==> config.mk <==
export PLATFORM = sky130hd
export DESIGN_NAME = regfile_write_arbiter
export DESIGN_NICKNAME = d
export VERILOG_FILES = /design/src/rtl/regfile_write_arbiter.sv
export SDC_FILE = /design/constraint.sdc
export NUM_CORES = 1
export LEC_CHECK = 0
export CAP_MARGIN = 5
export CORE_ASPECT_RATIO = 1.5
export CORE_MARGIN = 3
export CORE_UTILIZATION = 42
export CTS_CLUSTER_DIAMETER = 200
export DETAILED_ROUTE_END_ITERATION = 8
export GPL_ROUTABILITY_DRIVEN = 0
export PLACE_DENSITY = 0.67
export SETUP_SLACK_MARGIN = 0.5
export SLEW_MARGIN = 20
export SYNTH_ARGS = -nofsm -noshare
export SYNTH_HDL_FRONTEND = slang
export SYNTH_SLANG_ARGS = --single-unit
export TNS_END_PERCENT = 1
==> constraint.sdc <==
create_clock -name clk -period 6.05 [get_ports clk]
set_clock_uncertainty 0.2 [all_clocks]
set_input_delay 1.21 -clock clk [delete_from_list [all_inputs] [get_ports clk]]
set_output_delay 1.21 -clock clk [all_outputs]
set_load 0.01 [all_outputs]
==> src/rtl/regfile_write_arbiter.sv <==
// Merges ALU and load write-back requests onto one register-file write port.
// Each requester has its own FIFO. A round-robin arbiter drains them, and decode gets pending-write hazard flags.
module regfile_write_arbiter #(
  parameter int DEPTH = 2
) (
  input  logic        clk,
  input  logic        rst_n,
  input  logic        a_valid,
  output logic        a_ready,
  input  logic [4:0]  a_rd,
  input  logic [31:0] a_data,
  input  logic        m_valid,
  output logic        m_ready,
  input  logic [4:0]  m_rd,
  input  logic [31:0] m_data,
  output logic        rWrite,
  output logic [4:0]  rsWrite,
  output logic [31:0] dataWrite,
  input  logic [4:0]  rs1,
  input  logic [4:0]  rs2,
  output logic        pend_rs1,
  output logic        pend_rs2,
  output logic        idle
);
  localparam int PTR_W = $clog2(DEPTH);
  localparam int CNT_W = PTR_W + 1;
  localparam int REQ_A = 0;
  localparam int REQ_M = 1;

  typedef struct packed {
    logic [4:0]  rd;
    logic [31:0] data;
  } entry_t;

  entry_t           r_mem  [2][DEPTH];
  logic [PTR_W-1:0] r_rptr [2];
  logic [PTR_W-1:0] r_wptr [2];
  logic [CNT_W-1:0] r_cnt  [2];
  logic             r_last_m;
  logic             r_rst_n;

  entry_t     w_in   [2];
  entry_t     w_head [2];
  entry_t     w_issue;
  logic [1:0] w_valid;
  logic [1:0] w_ready;
  logic [1:0] w_push;
  logic [1:0] w_hv;
  logic [1:0] w_grant;
  logic       w_grant_a;
  logic       w_grant_m;

  assign w_in[REQ_A] = '{rd: a_rd, data: a_data};
  assign w_in[REQ_M] = '{rd: m_rd, data: m_data};
  assign w_valid     = {m_valid, a_valid};

  // Reset release is retimed to clk; pushes stay blocked until the cycle after it.
  always_ff @(posedge clk or negedge rst_n) begin
    if (!rst_n) r_rst_n <= 1'b0;
    else        r_rst_n <= 1'b1;
  end

  always_comb begin
    for (int q = 0; q < 2; q++) begin
      w_ready[q] = r_cnt[q] < CNT_W'(DEPTH);
      w_push[q]  = w_valid[q] & w_ready[q] & r_rst_n;
      w_hv[q]    = r_cnt[q] != '0;
      w_head[q]  = r_mem[q][r_rptr[q]];
    end
  end

  assign a_ready = w_ready[REQ_A];
  assign m_ready = w_ready[REQ_M];

  // Round-robin: on contention the requester that did not win last time goes.
  assign w_grant_a = w_hv[REQ_A] & (~w_hv[REQ_M] | r_last_m);
  assign w_grant_m = w_hv[REQ_M] & ~w_grant_a;
  assign w_grant   = {w_grant_m, w_grant_a};

  always_ff @(posedge clk or negedge rst_n) begin
    if (!rst_n) begin
      for (int q = 0; q < 2; q++) begin
        r_rptr[q] <= '0;
        r_wptr[q] <= '0;
        r_cnt[q]  <= '0;
      end
      r_last_m <= 1'b1;
    end else begin
      for (int q = 0; q < 2; q++) begin
        r_wptr[q] <= r_wptr[q] + PTR_W'(w_push[q]);
        r_rptr[q] <= r_rptr[q] + PTR_W'(w_grant[q]);
        r_cnt[q]  <= r_cnt[q] + CNT_W'(w_push[q]) - CNT_W'(w_grant[q]);
      end
      if (w_grant_a | w_grant_m) r_last_m <= w_grant_m;
    end
  end

  always_ff @(posedge clk) begin
    for (int q = 0; q < 2; q++) begin
      if (w_push[q]) r_mem[q][r_wptr[q]] <= w_in[q];
    end
  end

  // A granted rd==0 entry is still popped, but it never reaches the write port.
  assign w_issue   = w_grant_a ? w_head[REQ_A] : w_head[REQ_M];
  assign rWrite    = (w_grant_a | w_grant_m) & (w_issue.rd != 5'd0);
  assign rsWrite   = rWrite ? w_issue.rd : 5'd0;
  assign dataWrite = rWrite ? w_issue.data : 32'd0;
  assign idle      = ~w_hv[REQ_A] & ~w_hv[REQ_M];

  always_comb begin
    logic [PTR_W-1:0] idx;
    idx      = '0;
    pend_rs1 = 1'b0;
    pend_rs2 = 1'b0;
    for (int q = 0; q < 2; q++) begin
      for (int k = 0; k < DEPTH; k++) begin
        idx = r_rptr[q] + PTR_W'(k);
        if (CNT_W'(k) < r_cnt[q]) begin
          if (r_mem[q][idx].rd == rs1) pend_rs1 = 1'b1;
          if (r_mem[q][idx].rd == rs2) pend_rs2 = 1'b1;
        end
      end
    end
    if (rs1 == 5'd0) pend_rs1 = 1'b0;
    if (rs2 == 5'd0) pend_rs2 = 1'b0;
  end

endmodule
After elaboration in Yosys (flattened, before gate mapping):

Memory sizes are Yosys's and may differ from the RTL's.
Cells that the tools add are included.

* memories: 1
* flip-flop bits (word level): 10
* output and inout bits: 43
* RAM bits: 148
* word-level logic and storage cells: 108

* eq/ne operators: 8
* $lt $le $gt $ge: 14
* add/sub/neg operators: 10
* muxes and demuxes: 41
* bitwise gates (word level): 19
* reduce and logical (&&, ||, !) cells: 7

Memories
* r_mem: words 2, width 74, rd ports 2, clocked after memory_dff 0, write ports 2, line 35 `entry_t r_mem [2][DEPTH];`

Operators with widths (count)
* 2-to-1 mux 37 bit: 15
* 2-to-1 mux 74 bit: 2
* demux 37 bit (select 1 bit): 2
* equality test 5 bit: 8
* 2-to-1 mux 32 bit: 1
* 2-to-1 mux 1 bit: 20
* >= comparator 2 bit, second input constant: 6
* inverter 1 -> 2 bit: 6
* zero test 5 bit: 2
* AND 1 bit: 8
* less-than comparator 1 x 2 -> 1 bit, first input constant: 4
* 2-to-1 mux 5 bit: 1
* nonzero test 5 bit: 1
* adder 1 bit: 4
* adder 2 x 1 -> 2 bit: 2
* less-than comparator 2 x 1 -> 1 bit, second input constant: 2
* less-than comparator 2 bit, second input constant: 2
* nonzero test 2 bit: 2
* subtractor 2 x 1 -> 2 bit: 2
* inverter 1 bit: 3
* adder 1 bit, second input constant: 2
* logical AND 1 bit: 2
* bitwise OR 1 bit: 2

Longest topological paths before layout:

Gate-level depths: netlist (run 1).

* depth after elaboration: 14
* gate-level depth with buffers: 9

Worst setup path after synthesis (run 1):

No wires, ideal clock.

* path kind: input-to-output
* start: in rs1[0]
* end: out pend_rs1
* stages: 5
* path slack: 2496 ps
* required time: 4640 ps
* arrival: 2144 ps
* path buffers: 1
* path through: buf_1 xor2_1 nand4_1 o32ai_1 o22a_1

* cells in the longest elaborated chain, start to end: 10
* elaborated cells on any way between the ends: 14

RTL lines
* start, declared: line 19 `input logic [4:0] rs1,`
* equality test 5 bit: line 120 `if (r_mem[q][idx].rd == rs1) pend_rs1 = 1'b1;`
* 2-to-1 mux 1 bit: line 120
* 2-to-1 mux 1 bit: line 119 `if (CNT_W'(k) < r_cnt[q]) begin`
* 2-to-1 mux 1 bit: line 120
* 2-to-1 mux 1 bit: line 119
* 2-to-1 mux 1 bit: line 120
* 2-to-1 mux 1 bit: line 119
* 2-to-1 mux 1 bit: line 120
* 2-to-1 mux 1 bit: line 119
* 2-to-1 mux 1 bit (*): line 125 `if (rs1 == 5'd0) pend_rs1 = 1'b0;`
* end, declared: line 21 `output logic pend_rs1,`

Mark *: on every way between the ends. The rest lies on a longest branch, timed or not.

Worst setup path in the final report (run 1):

* start: reg r_cnt[1] (netlist bit)
* end: out dataWrite[26]

* cells in the longest elaborated chain, start to end: 9
* elaborated cells on any way between the ends: 11

RTL lines
* start, declared: line 38 `logic [CNT_W-1:0] r_cnt [2];`
* start signal, assigned by index: line 92 `r_cnt[q] <= r_cnt[q] + CNT_W'(w_push[q]) - CNT_W'(w_grant[q]);`
* nonzero test 2 bit (*): line 67 `w_hv[q] = r_cnt[q] != '0;`
* inverter 1 bit: line 76 `assign w_grant_a = w_hv[REQ_A] & (~w_hv[REQ_M] | r_last_m);`
* bitwise OR 1 bit: line 76
* AND 1 bit: line 76
* inverter 1 bit: line 77 `assign w_grant_m = w_hv[REQ_M] & ~w_grant_a;`
* AND 1 bit: line 77
* bitwise OR 1 bit: line 106 `assign rWrite = (w_grant_a | w_grant_m) & (w_issue.rd != 5'd0);`
* AND 1 bit: line 106
* 2-to-1 mux 32 bit (*): line 108 `assign dataWrite = rWrite ? w_issue.data : 32'd0;`
* end, declared: line 18 `output logic [31:0] dataWrite,`

Marked as above.

==> summary.md, run 1 <==
| Metric | Value |
|---|---|
| I/O Buffers | 130 |
| Setup crit end kind | output port |
| Pwr Total | 4.61 mW |
| Cell Pwr Density | 512 nW/um^2 |
| Max-slew violations | 0 |
| Worst-Margin Slew | 1040 ps |
| Routed Antenna Nets | 0 |
| Sequential-to-total area share from yosys stat | 0.675 |
| Hold_buf cts | 0 |
| Vias in the first global route | 4571 |
| TritonCTS clock tree | built |
| Max FO, Critical Path | 33 |
| Crit share post-route | 0.821 |
| Starting DRC count in detailed routing | 212 |
| Data arrival, critical path | 3560 ps |
| Grt total ovfl | 0 |
| MaxCap Viol Count | 0 |
| P&R area growth vs syn | 29.5% |
| First-pass GRT wire length | 24100 um |
| Vias | 4258 |
| Postcts setup bufs | 0 |
| Final net count | 677 |
| CTS clk-pin slew, worst paths | 60 ps |
| GRT Total Usage | 0.173 |
| Cell area after synthesis | ~7000 um^2 |
| Mapped Cells | approximately 460 |
| Met1 Use GR | 0.192 |
| WL per Instance | 19.6 um |
| DRC | 0 |
| Clk buf depth | 2 |
| Die Area | 18200 um^2 |
| Clk_lat worst skew | just over 400 ps |
| Status | finished, final reports clean |
| WP data required | 4640 ps |
| Fmax | ~200 MHz |
| Vias per inst | 5.32 |
| Core footprint | 16200 um^2 |
| Initial core utilization | 0.430 |
| #FFs+latches synth | 158 |
| DP HPWL | 10600 um |
| Ys Warns | 0 |
| Fin Setup TNS | 0 ps |
| Synth Area per Inst | 15.1 um^2 |
| R2R Setup Slk | 3260 ps |
| N_diodes | 0 |
| Post-CTS Resized | 0 |
| Worst Hold Class | reg2reg |
| Met2 usage | 0.312 |
| First-pass DRT Iterations | 4 |
| Initial antenna violation count | 0 |
| Startpoint Class | flop |
| Number of sinks on the clock net | 158 |
| Leakage power | 3.12 nW |
| Commonest non-fill, non-tap cells in the layout | edfxtp_1, clkdlybuf4s50_1, a211oi_1 |
| Distinct cells, synth | 35 |
| Fin. Hold Viols | 0 |
| GR peak layer | met2 |
| Die width | 111 um |
| RSZ-0062 raised after global routing | no |
| Commonest non-fill, non-tap cell in the layout | edfxtp_1 |
| WL final | roughly 16000 um |
| Die Y-Extent | about 160 um |
| Met3 Resource Use GR | 0.0456 |
| Clock Root Buffer | clkbuf_16 |
| Layout cell share with drive strength beyond 1 | 0.0808 |
| Synthesized Nets | 557 |
| I/O Pins | ~130 |
| CTS buffer count | 17 |
| Rel. slew slack | 0.304 |
| # rows | 57 |
| WS Path Type | reg2out |
| H-Tree Depth | 4 |
| Crit path time final | 4970 ps |
| Pin count of the biggest net entering global routing | 66 |
| # setup viols final | 0 |
| Peak VDD IR | 0.335 mV |
[sequential cells by signal, summed over array words and instances (netlist names)]
signal    flops
r_last_m      1
r_mem       148
r_rptr        2
r_rst_n       1
r_wptr        2
r_cnt         4
[per-layer routing]
metal | up-vias | part of all wire
met3 | 35 | 0.049
met1 | 2095 | 0.38
met4 | 0 | 0.030
met5 | - | 0
met2 | 128 | 0.54
li1 | 2000 | -
[report_power, final]
part	switching, mW	internal [mW]
combinational	1.07	1.01
clock	0.470	0.591
sequential	0.120	1.35
total	1.66	2.95
[cell type report]
cell class              count  area (um^2)
clock buffers              17          425
inverters                  13         48.8
repair buffers            135         1340
well taps                 206          258
clock inverters            15          174
multi-input cells         256         2070
flip-flops and latches    158         4700
fillers                  1305         7180
[synthesized netlist by cell type]
library cell	count	area, um^2
conb_1	1	3.75
clkbuf_2	2	10.0
buf_6	3	33.8
or4_1	4	30.0
or4b_1	1	10.0
edfxtp_1	148	4440
and2_1	1	6.26
nor3_2	1	10.0
mux2i_1	53	531
inv_1	11	41.3
nand4_1	8	50.1
o22a_1	2	17.5
clkbuf_1	19	71.3
dfstp_2	1	26.3
nor2_1	5	18.8
buf_2	2	10.0
nand2b_1	1	6.26
xnor2_1	9	78.8
nor2b_1	32	200
and3_1	4	25.0
o32ai_1	4	35.0
o22ai_1	1	6.26
o21ai_0	5	25.0
nand3_1	2	10.0
buf_4	2	15.0
xor2_1	37	324
o31ai_4	1	21.3
a211oi_1	64	480
o22ai_2	1	12.5
nand2_1	9	33.8
ha_1	8	100
buf_1	6	22.5
inv_2	2	7.51
dfrtp_1	9	225
nor4_1	2	12.5
[logic make-up (layout without fill, tap and decap cells)]
logic type	count (synthesis)	after routing	share of synthesized area
AOI/OAI and AO/OA	78	78	0.0860
xor gates and xnor gates	46	46	0.0579
adders and majority gates	8	8	0.0144
buffers and inverters	47	180	0.0304
DFF	158	158	0.675
muxes	53	53	0.0763
other	1	1	0.000539
and+or+nand+nor	70	70	0.0594
[critical path, cell delays in order, from the launching register on]
cell and delay [ps]:
dfrtp_1 460, nor2_1 130, o22ai_4 680, buf_4 430, nor2_1 120, o31ai_4 220
buf_4 410, a211oi_1 120, clkdlybuf4s50_1 540
[final timing paths]
path                                 endpoint  depth (start not counted)      from
worst max-delay path            dataWrite[26]                          8  r_cnt[1]
worst min-delay path                 r_last_m                          2  r_last_m
worst max register to register       r_cnt[1]                          9  r_cnt[1]
worst min register to register       r_last_m                          2  r_last_m
max in group asynchronous           r_rptr[0]                          1     rst_n
min in group asynchronous            r_cnt[0]                          1     rst_n
[metrics by stage]
| stage | worst slack [ps] | std cells | area, um^2 | hold WS [ps] | utilization |
|---|---|---|---|---|---|
| finish | 1080 | 800 | 9010 | 311 | 0.556 |
| global route | 858 | 800 | 9010 | 359 | 0.556 |
| CTS | 1040 | 800 | 9010 | 320 | 0.556 |
| detailed placement | 1490 | 768 | 8410 | 300 | 0.519 |
| global placement | 1500 | 768 | 8410 | 297 | 0.519 |
| floorplan | 2500 | 461 | 6960 | 272 | - |
(Power assumes the default switching activity.)
==> run 2, diff against run 1 <==
--- a/config.mk
+++ b/config.mk
@@ -12,7 +12,7 @@
 export CTS_CLUSTER_DIAMETER = 200
 export DETAILED_ROUTE_END_ITERATION = 8
 export GPL_ROUTABILITY_DRIVEN = 0
-export PLACE_DENSITY = 0.67
+export PLACE_DENSITY = 0.69
 export SETUP_SLACK_MARGIN = 0.5
 export SLEW_MARGIN = 20
 export SYNTH_ARGS = -nofsm -noshare
==> constraint.sdc (replaced) <==
create_clock -name clk -period 4.35 [get_ports clk]
set_clock_uncertainty 0.2 [all_clocks]
set_input_delay 0.87 -clock clk [delete_from_list [all_inputs] [get_ports clk]]
set_output_delay 0.87 -clock clk [all_outputs]
set_load 0.01 [all_outputs]
==> run 2 against run 1 <==
Clock power is 37% higher. Design area rose by 1.3%. Largest cell class unchanged. Final cell count increased by 1.1%. Critical path type is now in2out. Highest routed layer unchanged. Flip-flop and latch count unchanged. Register-to-register slack got worse by 1300 ps. Critical endpoint is now pend_rs1. Utilization grew 0.74 points. Die area is the same. Critical path depth fell by 2.
==> summary.md, run 2 (synthesized netlist as in run 1, its figures left out) <==
| Metric | Value |
|---|---|
| DRC | 0 |
| Crit-path cells | clkdlybuf4s50_1 > xor2_1 > nand4_1 > o32ai_1 > o22a_1 > clkdlybuf4s50_1 |
| Vias per inst | around 5.4 |
| Pin count of the biggest net entering global routing | 66 |
| Routed Antenna Nets | 0 |
| TritonCTS clock tree | built |
| Core footprint | 16200 um^2 |
| Grt total ovfl | 0 |
| Max reg flops | 148 |
| Leakage power | 3.17 nW |
| I/O Pins | roughly 130 |
| Commonest non-fill, non-tap cells in the layout | edfxtp_1, clkdlybuf4s50_1, a211oi_1 |
| R2R depth | 4 |
| Layout cell share with drive strength beyond 1 | 0.106 |
| Die Area | about 18000 um^2 |
| Fmax | 254 MHz |
| Cell Pwr Density | slightly above 700 nW/um^2 |
| Clock Root Buffer | clkbuf_16 |
| Finished Cell Area | 9130 um^2 |
| GRT Total Usage | 0.183 |
| Die Y-Extent | 164 um |
| Fin. Hold Viols | 0 |
| Register area | 4700 um^2 |
| Top cell by count, worst path | clkdlybuf4s50_1 |
| Max incr delay on CP | roughly 650 ps |
| Clk_lat worst skew | 400 ps |
| Worst setup path start | rs1[4] |
| First-pass GRT wire length | 25500 um |
| Commonest non-fill, non-tap cell in the layout | edfxtp_1 |
| WL per Instance | 20.2 um |
| Hold_buf cts | 0 |
| Vias in the first global route | 4785 |
| Layout filler cell count | 1314 |
| R2r endpoint | r_mem[0][95] |
| Number of sinks on the clock net | 158 |
| Max-slew violations | 0 |
| Fin Setup TNS | 0 ps |
| Worst-Margin Slew | 1050 ps |
| Final WS setup | 415 ps |
| WS Path Type | in2out |
| H-Tree Depth | 4 |
| Hold Slack | 343 ps |
| Slowest CP cell | clkdlybuf4s50_1 |
| Clk buf depth | 2 |
| I/O Buffers | 130 |
| CP Capture Point | pend_rs1 |
| RSZ-0062 raised after global routing | yes |
| Setup crit end kind | output port |
| Die width | 111 um |
| # rows | 57 |
| Area occupied by multi-input gates | roughly 2100 um^2 |
| Startpoint Class | input port |
| Vias | 4353 |
| CP bufs+invs | 2 |
| Cell count along the critical path | 6 |
| Dpl cell area | 8430 um^2 |
| N_diodes | 0 |
| MaxCap Viol Count | 0 |
| P&R area growth vs syn | 31.2% |
| Reg-to-reg startpoint | r_cnt[1] |
| # setup viols final | 0 |
| Initial core utilization | 0.430 |
| Crit share post-route | 0.905 |
| WL final | 16400 um |
| Worst Hold Class | reg2reg |
| R2R Setup Slk | 1990 ps |
| Starting DRC count in detailed routing | 189 |
| Peak VDD IR | ~0.43 mV |
| Delay-heaviest family, CP | buffers and inverters |
| CTS clk-pin slew, worst paths | approximately 60 ps |
| Pwr Total | 6.55 mW |
| First-pass DRT Iterations | 4 |
| Status | finished, final reports clean |
| Pre-CTS WS | roughly 420 ps |
| Data arrival, critical path | 2860 ps |
| Crit path time final | between 3000 and 4000 ps |
| WP data required | 3280 ps |
| DP HPWL | 11000 um |
| Initial antenna violation count | 0 |
| CTS buffer count | 17 |
| Max FO, Critical Path | 5 |
| Final net count | 686 |
| Rel. slew slack | 0.299 |
[run 2: changes by cell type in the layout (fill, tap and decap cells not counted), moves of 3 or more]
cell and change:
mux2i_1 -3, a211oi_2 +4, buf_4 +6, mux2i_2 +3, inv_8 -3, a211oi_1 -4
[run 2: where the power goes]
group	internal, mW	leakage, nW	switching [mW]	total, mW
Combinational	1.49	1.43	1.62	3.11
Sequential	1.88	1.46	0.107	1.98
Clock	0.855	0.281	0.594	1.45
Total	4.22	3.17	2.32	6.55
[run 2: per-stage QoR]
| stage | instances | util |
|---|---|---|
| after floorplan | 461 | - |
| after global routing | 809 | 0.564 |
| final | 809 | 0.564 |
| after CTS | 809 | 0.562 |
| after global placement | 771 | 0.521 |
| after detailed placement | 771 | 0.521 |
[run 2: how the worst min path moves through the flow]
stage               slack [ps]  depth (start not counted)  startpoint       end
finish                     340                          2    r_last_m  r_last_m
global route               380                          2    r_last_m  r_last_m
CTS                        330                          2    r_last_m  r_last_m
detailed placement         320                          2    r_last_m  r_last_m
global placement           300                          2    r_last_m  r_last_m
floorplan                  270                          2    r_last_m  r_last_m
[run 2: worst register-to-register path, cell delays in order (launching register included)]
cell	delay [ps]
dfrtp_1	450
inv_1	170
nand3_1	130
inv_1	110
ha_2	890
[run 2: area by class of cell]
class | count | area share
clock buffers | 17 | 0.0466
clock inverters | 15 | 0.0177
inverters | 13 | 0.00535
multi-input cells | 256 | 0.231
flip-flops and latches | 158 | 0.515
well taps | 206 | 0.0282
repair buffers | 144 | 0.156
[run 2: what timing repair did]
| action | in CTS | in global routing |
|---|---|---|
| setup endpoints to repair | 35 | 34 |
| resized for setup | 11 | 5 |
| setup buffers | 6 | 0 |
| pin swaps | 0 | 1 |
[run 2: per-layer routing]
layer / vias to the layer above / global-route usage / wire, um
li1: 2029 / - / -
met1: 2142 / 0.194 / 5860
met2: 144 / 0.345 / 9210
met3: 38 / 0.0371 / 753
met4: 0 / 0.0880 / 544
met5: - / 0 / 0
==> run 3, diff against run 2 <==
--- a/config.mk
+++ b/config.mk
@@ -5,7 +5,7 @@
 export SDC_FILE = /design/constraint.sdc
 export NUM_CORES = 1
 export LEC_CHECK = 0
-export CAP_MARGIN = 5
+export CAP_MARGIN = 20
 export CORE_ASPECT_RATIO = 1.5
 export CORE_MARGIN = 3
 export CORE_UTILIZATION = 42
==> results of run 3 <==
The final DEF is identical to that of run 2; final timing and power are the same.
